--- src/rtl/fetch_unit.sv ---
// Instruction fetch: owns the PC, issues one outstanding word read at a time, buffers returns for Decode.
// Latency: imemAck in cycle N presents that instruction (instructionValid=1) in cycle N+1.
// Backpressure: stall only blocks the pop; new requests stop once the buffer would be full.
module fetch_unit #(
    parameter int                      INSTRUCTION_WIDTH = 32,
    parameter int                      PC_WIDTH          = 16,
    parameter int                      OPCODE_WIDTH      = 5,
    parameter int                      FIFO_DEPTH        = 2,
    parameter logic [PC_WIDTH-1:0]     RESET_PC          = '0,
    parameter logic [OPCODE_WIDTH-1:0] HALT_OPCODE       = 5'b11111
) (
    input  logic                         clock,
    input  logic                         reset,
    output logic                         imemReq,
    output logic [PC_WIDTH-1:0]          imemAddr,
    input  logic                         imemAck,
    input  logic [INSTRUCTION_WIDTH-1:0] imemData,
    input  logic                         stall,
    input  logic                         branchTaken,
    input  logic [PC_WIDTH-1:0]          branchTarget,
    output logic [INSTRUCTION_WIDTH-1:0] instruction,
    output logic [PC_WIDTH-1:0]          instructionPc,
    output logic                         instructionValid,
    output logic                         halted
);

    localparam int PTR_W = (FIFO_DEPTH > 1) ? $clog2(FIFO_DEPTH) : 1;
    localparam int CNT_W = PTR_W + 1;
    localparam logic [CNT_W-1:0] DEPTH_CNT = CNT_W'(FIFO_DEPTH);

    localparam logic [1:0] ST_ISSUE  = 2'd0;
    localparam logic [1:0] ST_WAIT   = 2'd1;
    localparam logic [1:0] ST_HALTED = 2'd2;

    typedef struct packed {
        logic [INSTRUCTION_WIDTH-1:0] dat;
        logic [PC_WIDTH-1:0]          pc;
    } entry_t;

    logic [1:0]          state_q, state_d;
    logic [PC_WIDTH-1:0] pc_q, pc_d, pc_inc;
    logic [PC_WIDTH-1:0] req_addr_q, req_addr_d;
    logic                squash_q, squash_d;

    entry_t              fifo_mem [FIFO_DEPTH];
    entry_t              head_q, head_d, push_entry;
    logic [PTR_W-1:0]    rd_ptr_q, wr_ptr_q, rd_ptr_pop;
    logic [CNT_W-1:0]    count_q, count_pop, count_d;
    logic                pop, push, is_halt;

    // Buffer bookkeeping: pop when Decode takes the head, push on a live ack, flush on redirect.
    always_comb begin
        pop            = (count_q != '0) && !stall;
        push           = (state_q == ST_WAIT) && imemAck && !squash_q && !branchTaken;
        is_halt        = (imemData[INSTRUCTION_WIDTH-1 -: OPCODE_WIDTH] == HALT_OPCODE);
        pc_inc         = pc_q + PC_WIDTH'(1);
        push_entry.dat = imemData;
        push_entry.pc  = req_addr_q;
        count_pop      = count_q - CNT_W'(pop);
        count_d        = branchTaken ? '0 : (count_pop + CNT_W'(push));
        rd_ptr_pop     = rd_ptr_q + PTR_W'(pop);
        head_d         = head_q;
        // The head register holds its last value when the buffer drains or is flushed.
        if (!branchTaken && (count_d != '0)) begin
            head_d = (count_pop == '0) ? push_entry : fifo_mem[rd_ptr_pop];
        end
    end

    // Fetch sequencing: request issue, ack handling, redirect squash and halt.
    always_comb begin
        state_d    = state_q;
        pc_d       = pc_q;
        req_addr_d = req_addr_q;
        squash_d   = squash_q;
        case (state_q)
            ST_ISSUE: begin
                if (branchTaken) begin
                    pc_d = branchTarget;
                end else if (count_pop < DEPTH_CNT) begin
                    state_d    = ST_WAIT;
                    req_addr_d = pc_q;
                end
            end
            ST_WAIT: begin
                if (squash_q) begin
                    // The in-flight read belongs to the old path; only the PC follows redirects.
                    if (branchTaken) pc_d = branchTarget;
                    if (imemAck) begin
                        state_d  = ST_ISSUE;
                        squash_d = 1'b0;
                    end
                end else if (branchTaken) begin
                    pc_d = branchTarget;
                    if (imemAck) state_d = ST_ISSUE;
                    else         squash_d = 1'b1;
                end else if (imemAck) begin
                    pc_d = pc_inc;
                    if (is_halt) begin
                        state_d = ST_HALTED;
                    end else if (count_d < DEPTH_CNT) begin
                        req_addr_d = pc_inc;
                    end else begin
                        state_d = ST_ISSUE;
                    end
                end
            end
            ST_HALTED: begin
                if (branchTaken) begin
                    pc_d    = branchTarget;
                    state_d = ST_ISSUE;
                end
            end
            default: state_d = ST_ISSUE;
        endcase
    end

    // Control state, PC and buffer pointers; reset returns to an empty buffer in ISSUE.
    always_ff @(posedge clock) begin
        if (reset) begin
            state_q    <= ST_ISSUE;
            pc_q       <= RESET_PC;
            req_addr_q <= RESET_PC;
            squash_q   <= 1'b0;
            rd_ptr_q   <= '0;
            wr_ptr_q   <= '0;
            count_q    <= '0;
            head_q     <= '0;
        end else begin
            state_q    <= state_d;
            pc_q       <= pc_d;
            req_addr_q <= req_addr_d;
            squash_q   <= squash_d;
            count_q    <= count_d;
            head_q     <= head_d;
            if (branchTaken) begin
                rd_ptr_q <= '0;
                wr_ptr_q <= '0;
            end else begin
                rd_ptr_q <= rd_ptr_pop;
                if (push) wr_ptr_q <= wr_ptr_q + PTR_W'(1);
            end
        end
    end

    // Buffer storage is only ever read behind the count, so it carries no reset.
    always_ff @(posedge clock) begin
        if (push) fifo_mem[wr_ptr_q] <= push_entry;
    end

    assign imemReq          = (state_q == ST_WAIT);
    assign imemAddr         = req_addr_q;
    assign instruction      = head_q.dat;
    assign instructionPc    = head_q.pc;
    assign instructionValid = (count_q != '0);
    assign halted           = (state_q == ST_HALTED);

endmodule

--- config.mk ---
export PLATFORM = sky130hd
export DESIGN_NAME = fetch_unit
export DESIGN_NICKNAME = d
export VERILOG_FILES = /design/src/rtl/fetch_unit.sv
export SDC_FILE = /design/constraint.sdc
export NUM_CORES = 1
export LEC_CHECK = 0
export CORE_MARGIN = 2
export CORE_UTILIZATION = 58
export DETAILED_ROUTE_END_ITERATION = 10
export PLACE_DENSITY = 0.95
export SLEW_MARGIN = 10
export SYNTH_ARGS = -nofsm -noshare
export SYNTH_HDL_FRONTEND = slang
export SYNTH_SLANG_ARGS = --single-unit
--- constraint.sdc ---
create_clock -name clock -period 7.3 [get_ports clock]
set_clock_uncertainty 0.05 [all_clocks]
set_input_delay 0.73 -clock clock [delete_from_list [all_inputs] [get_ports clock]]
set_output_delay 0.73 -clock clock [all_outputs]
set_load 0.02 [all_outputs]
==> results of run 1 <==
power groups by stage:
stage                     combinational [mW]  clock [mW]  sequential, mW
after global placement                 0.213           0            1.17
final                                  0.223        1.00            1.15
after global routing                   0.238        1.06            1.15
after CTS                              0.223        1.02            1.15
after floorplan                        0.109           0            1.18
after detailed placement               0.219           0            1.17
through the flow:
| step | hold WS, ns | power (mW) | worst slack, ns | instance area (um^2) |
|---|---|---|---|---|
| after floorplan | 0.4226 | 1.290 | 3.504 | 7629 |
| after global routing | 0.4163 | 2.448 | 2.438 | 9534 |
| after global placement | 0.3815 | 1.381 | 2.769 | 8884 |
| after detailed placement | 0.3881 | 1.391 | 2.420 | 8884 |
| final | 0.4007 | 2.379 | 2.791 | 9534 |
| after CTS | 0.4038 | 2.388 | 2.820 | 9534 |
final cells by class:
type,count,area [um^2]
Fill cell,826,3188
Inverter,11,41.29
Sequential cell,183,4624
Tap cell,172,215.2
Timing Repair Buffer,125,1236
Multi-Input combinational cell,399,2766
Clock buffer,17,425.4
Clock inverter,15,225.2
synthesized netlist by cell type (3+ instances only):
cell type | number | area [um^2]
a22oi_1 | 5 | 37.54
a211oi_1 | 6 | 45.04
a21oi_1 | 60 | 300.3
a21o_1 | 49 | 367.9
buf_6 | 5 | 56.30
ha_1 | 3 | 37.54
o21ai_0 | 44 | 220.2
xor2_1 | 7 | 61.31
nor2_1 | 33 | 123.9
o21ai_1 | 16 | 80.08
buf_2 | 14 | 70.07
nor3_1 | 12 | 60.06
buf_4 | 5 | 37.54
clkbuf_1 | 18 | 67.56
nand2_1 | 17 | 63.81
edfxtp_1 | 96 | 2883
nand3_1 | 8 | 40.04
and2_1 | 4 | 25.02
nand4_1 | 5 | 31.28
mux2i_1 | 49 | 490.5
xnor2_1 | 18 | 157.7
nor2b_1 | 3 | 18.77
or2_2 | 3 | 18.77
and3_1 | 3 | 18.77
a211oi_2 | 14 | 175.2
o22ai_1 | 6 | 37.54
o31ai_1 | 4 | 30.03
inv_1 | 11 | 41.29
dfxtp_1 | 87 | 1742
flip-flops by register name, summed over array words and instances, names as in the netlist:
register and count:
fifo_mem 96, instruction 32, imemAddr 16, instructionPc 16
pc_q 16, count_q 2, state_q 2, rd_ptr_q 1
squash_q 1, wr_ptr_q 1
per-layer routing:
layer | vias up | share of wire, %
met3 | 37 | 7.1
met2 | 261 | 50
met4 | 0 | 2.5
met1 | 2768 | 40
met5 | - | 0
li1 | 2576 | -
cells by family after synthesis:
group	after synthesis	share of synthesized area, %
DFF	183	60.62
and+or+nand+nor	101	6.627
muxes	49	6.429
xor gates and xnor gates	26	3.182
buffers and inverters	55	3.674
adders and majority gates	3	0.4921
AOI/OAI and AO/OA	220	18.98
how the worst min path moves through the flow:
stage / end / slack [ns] / from
floorplan: pc_q[9] / 0.42 / pc_q[9]
global placement: instruction[16] / 0.38 / instruction[16]
detailed placement: instruction[14] / 0.39 / instruction[14]
CTS: instruction[14] / 0.40 / instruction[14]
global route: instruction[25] / 0.42 / instruction[25]
finish: instructionPc[13] / 0.40 / instructionPc[13]
==> flow_metrics.env, run 1 <==
export IMPL_yosys_cell_types_count=55
export IMPL_cp_endpoint="instruction[7]"
export IMPL_hold_buffers=0
export IMPL_vdd_drop_max_v=0.0001646
export IMPL_startpoint="branchTaken"
export IMPL_clkSlewWorstSetupHoldPaths_ns=0.07
export IMPL_use_met1_pct=34.89
export IMPL_r2r_slack_ns=3.42
export IMPL_initial_core_util_pct=59.96
export IMPL_grt_pass1_wl_mm=30.41
export IMPL_switching_share_pct=23.35
export IMPL_p_int_mw=1.824
export IMPL_final_util_pct=74.94
export IMPL_fin_crit_sh_pct=61.77
export IMPL_cts_buffers=17
export IMPL_path_max_fanout=48
export IMPL_synth_edf_count=96
export IMPL_reg2regPathDepth=9
export IMPL_gr_usage_met3_pct=6.950
export IMPL_crit_slowest_cell="a21oi_4"
export IMPL_netSwitchingPower_mw=0.5557
export IMPL_core_area_mm2=0.01272
export IMPL_fin_tns_setup_ns=0
export IMPL_worst_pin_slew_ns=1.244
export IMPL_cellLeakagePower_nw=3.958
export IMPL_synth_cells=637
export IMPL_drive_gt1_share_pct=8.800
export IMPL_clock_sinks=183
export IMPL_crit_required_ns=7.63
export IMPL_crit_type="in2reg"
export IMPL_layout_commonest_cell="clkdlybuf4s50_1"
export IMPL_crit_arrival_ns=4.84
export IMPL_pwr_share_clk_pct=42.2
export IMPL_pwr_share_seq_pct=48.4
export IMPL_wl_mm=19.09
export IMPL_die_width_um=118.7
export IMPL_worstHoldPathCells=1
export IMPL_drc=0
export IMPL_status="finished, final reports clean"
export IMPL_grt_max_degree=97
export IMPL_tritoncts="yes"
export IMPL_end_kind="flop"
export IMPL_grt_ovfl_total=0
export IMPL_hpwlAfterDp_mm=11.78
export IMPL_rows=41
export IMPL_drt_vias_per_instance=6.119
export IMPL_fmax_mhz=221.8
export IMPL_crit_family="compound AO/OA/AOI/OAI gates"
export IMPL_avgSynthCellArea_um2=11.98
export IMPL_rsz0062_at_grt="no"
export IMPL_antenna_left=0
export IMPL_async_flop_share_pct=0
export IMPL_startpoint_type="primary input"
export IMPL_grt_use_met2_pct=46.66
export IMPL_die_h_um=118.7
export IMPL_drt_initial_drc_count=614
export IMPL_globalRouteTotalUtil_pct=28.02
export IMPL_io_pins=120
export IMPL_synth_cell_area_mm2=0.007629
export IMPL_dp_cells=890
export IMPL_instances_no_fill=922
export IMPL_relSlewSlack_pct=16.87
export IMPL_avgRoutedWirePerCell_um=20.71
export IMPL_clockBufferDepth=2
export IMPL_vias=5642
export IMPL_final_cell_mix="clkdlybuf4s50_1 (119), edfxtp_1 (96), dfxtp_1 (87)"
export IMPL_diodes=0
export IMPL_pwr_share_comb_pct=9.4
export IMPL_ys_ff_latch=183
export IMPL_port_buffers=119
export IMPL_antenna_found_initial=0
export IMPL_worstPathCellList="clkdlybuf4s50_1, nor3b_2, nand3_1, inv_1, ha_1, xnor3_2, a21oi_4, o21ai_0, a21oi_1, a21o_1"
export IMPL_maxCapViolations=0
export IMPL_syn_nets=693
export IMPL_area_delta_synth_final_pct=24.98
export IMPL_ctsResizeCount=0
export IMPL_h_tree_depth=4
export IMPL_timing_rr_start="state_q[0]"
export IMPL_period_needed_ns=4.509
export IMPL_postCtsSetupBuffers=0
export IMPL_gp_congestion=0.8827
export IMPL_fin_nets=793
export IMPL_seq_area_frac_synth_pct=60.62
export IMPL_power_density_mw_per_mm2=249.5
export IMPL_synth_flop_cell="edfxtp_1"
export IMPL_slowest_delay_ns=0.92
export IMPL_timing_rr_end="instruction[7]"
export IMPL_crit_buf_inv=2
export IMPL_drtPass1Iterations=5
export IMPL_hp_class="reg2reg"
export IMPL_cts_root_buf="clkbuf_16"
export IMPL_yosys_warnings=0
export IMPL_hold_viol=0
export IMPL_setup_violations=0
export IMPL_grt_pass1_vias=5668
export IMPL_crit_cells=10
export IMPL_slew_violations=0
export IMPL_top_usage_layer="met2"
export IMPL_clk_latency_ns=0.43
export IMPL_die_area_mm2=0.01409
No activity file was read; power rests on OpenSTA's default activity.
==> inputs of run 2 (changes only) <==
--- a/config.mk
+++ b/config.mk
@@ -6,9 +6,9 @@
 export NUM_CORES = 1
 export LEC_CHECK = 0
 export CORE_MARGIN = 2
-export CORE_UTILIZATION = 58
+export CORE_UTILIZATION = 54
 export DETAILED_ROUTE_END_ITERATION = 10
-export PLACE_DENSITY = 0.95
+export PLACE_DENSITY = 0.91
 export SLEW_MARGIN = 10
 export SYNTH_ARGS = -nofsm -noshare
 export SYNTH_HDL_FRONTEND = slang
==> constraint.sdc (replaced) <==
create_clock -name clock -period 4.5 [get_ports clock]
set_clock_uncertainty 0.05 [all_clocks]
set_input_delay 0.45 -clock clock [delete_from_list [all_inputs] [get_ports clock]]
set_output_delay 0.45 -clock clock [all_outputs]
set_load 0.02 [all_outputs]
==> run 2 against run 1 <==
Clock-buffer cell count increased by 3; wire length decreased by 8.5%; total power increased by 52%; critical path depth decreased by 1; non-clock buffer count increased by 7; sequential share of layout area increased by 0.20 points; largest cell class unchanged.
==> flow_metrics.env, run 2 (same netlist as run 1, synthesis figures left out) <==
export IMPL_worst_pin_slew_ns=0.8500
export IMPL_die_area_mm2=0.01509
export IMPL_place_area_mm2=0.008946
export IMPL_h_tree_depth=4
export IMPL_worstPathCellList="nor3b_2, nand3_1, inv_1, ha_1, xnor3_2, a21bo_2, o2bb2ai_4, nor2_1, a211oi_2"
export IMPL_core_area_mm2=0.01383
export IMPL_slew_violations=0
export IMPL_clockBufferDepth=2
export IMPL_cts_buffers=17
export IMPL_die_width_um=122.9
export IMPL_io_pins=120
export IMPL_slowest_delay_ns=0.69
export IMPL_area_delta_synth_final_pct=24.47
export IMPL_drive_gt1_share_pct=8.983
export IMPL_crit_family="compound AO/OA/AOI/OAI gates"
export IMPL_antenna_found_initial=0
export IMPL_rows=43
export IMPL_drtPass1Iterations=6
export IMPL_hold_viol=0
export IMPL_diodes=0
export IMPL_ctsResizeCount=0
export IMPL_crit_slowest_cell="o2bb2ai_4"
export IMPL_period_needed_ns=3.480
export IMPL_final_cell_mix="clkdlybuf4s50_1 (119), edfxtp_1 (96), dfxtp_1 (87)"
export IMPL_largest_reg_flops=96
export IMPL_grt_ovfl_total=0
export IMPL_initial_core_util_pct=55.17
export IMPL_clock_sinks=183
export IMPL_setup_violations=0
export IMPL_cts_root_buf="clkbuf_16"
export IMPL_clk_latency_ns=0.43
export IMPL_grt_pass1_wl_mm=27.31
export IMPL_vias=5424
export IMPL_crit_arrival_ns=3.78
export IMPL_crit_buf_inv=1
export IMPL_holdWs_ns=0.3991
export IMPL_tritoncts="yes"
export IMPL_fin_nets=800
export IMPL_startpoint_type="flop"
export IMPL_antenna_left=0
export IMPL_hpwlAfterDp_mm=11.65
export IMPL_crit_required_ns=4.80
export IMPL_grt_pass1_vias=5398
export IMPL_gp_congestion=0.9124
export IMPL_instances_no_fill=937
export IMPL_post_place_ws_ns=0.7382
export IMPL_port_buffers=119
export IMPL_top_register="fifo_mem"
export IMPL_total_power_mw=3.626
export IMPL_drt_initial_drc_count=478
export IMPL_vdd_drop_max_v=0.0002509
export IMPL_hp_class="reg2reg"
export IMPL_end_kind="flop"
export IMPL_drt_vias_per_instance=5.789
export IMPL_relSlewSlack_pct=43.24
export IMPL_fin_tns_setup_ns=0
export IMPL_final_cell_area_mm2=0.009495
export IMPL_crit_type="reg2reg"
export IMPL_path_max_fanout=32
export IMPL_dp_cells=905
export IMPL_final_util_pct=68.67
export IMPL_rsz0062_at_grt="no"
export IMPL_wl_mm=17.48
export IMPL_status="finished, final reports clean"
export IMPL_power_density_mw_per_mm2=381.8
export IMPL_fin_crit_sh_pct=77.32
export IMPL_maxCapViolations=0
export IMPL_fmax_mhz=287.4
export IMPL_grt_max_degree=73
export IMPL_drc=0
export IMPL_fin_ws_ns=1.020
export IMPL_clkSlewWorstSetupHoldPaths_ns=0.07
export IMPL_avgRoutedWirePerCell_um=18.65
export IMPL_postCtsSetupBuffers=0
export IMPL_cellLeakagePower_nw=3.959
export IMPL_globalRouteTotalUtil_pct=23.83
export IMPL_hold_buffers=0
export IMPL_layout_commonest_cell="clkdlybuf4s50_1"
export IMPL_die_h_um=122.9
==> run 2: layer usage <==
| metal | share of wire (%) | vias up | GRT usage (%) |
|---|---|---|---|
| met4 | 1.4 | 0 | 9.411 |
| met3 | 7.0 | 23 | 5.623 |
| li1 | - | 2587 | - |
| met2 | 50 | 215 | 39.57 |
| met5 | 0 | - | 0 |
| met1 | 42 | 2599 | 30.13 |
==> run 2: path summary, 6_finish.rpt <==
path | start | endpoint | slack, ns | cells past startpoint
max | state_q[0] | imemAddr[11] | 1.02 | 9
min | instruction[4] | instruction[4] | 0.40 | 1
max reg2reg | state_q[0] | imemAddr[11] | 1.02 | 9
min reg2reg | instruction[4] | instruction[4] | 0.40 | 1
==> run 2: worst register-to-register path: stages (launching register included) <==
cell	delay [ns]
dfxtp_1	0.53
nor3b_2	0.42
nand3_1	0.33
inv_1	0.28
ha_1	0.20
xnor3_2	0.22
a21bo_2	0.27
o2bb2ai_4	0.69
nor2_1	0.16
a211oi_2	0.25
==> run 2: cell type report <==
type | instances | area, um^2
clock inverters | 12 | 110.1
inverters | 11 | 41.29
clock buffers | 20 | 436.7
repair buffers | 132 | 1289
well taps | 180 | 225.2
fillers | 935 | 4332
flip-flops and latches | 183 | 4624
multi-input cells | 399 | 2769
==> run 2: where the power goes <==
part,internal (mW),total [mW],switching (mW)
registers,1.81,1.87,0.0549
clock network,0.806,1.40,0.594
logic,0.163,0.360,0.196
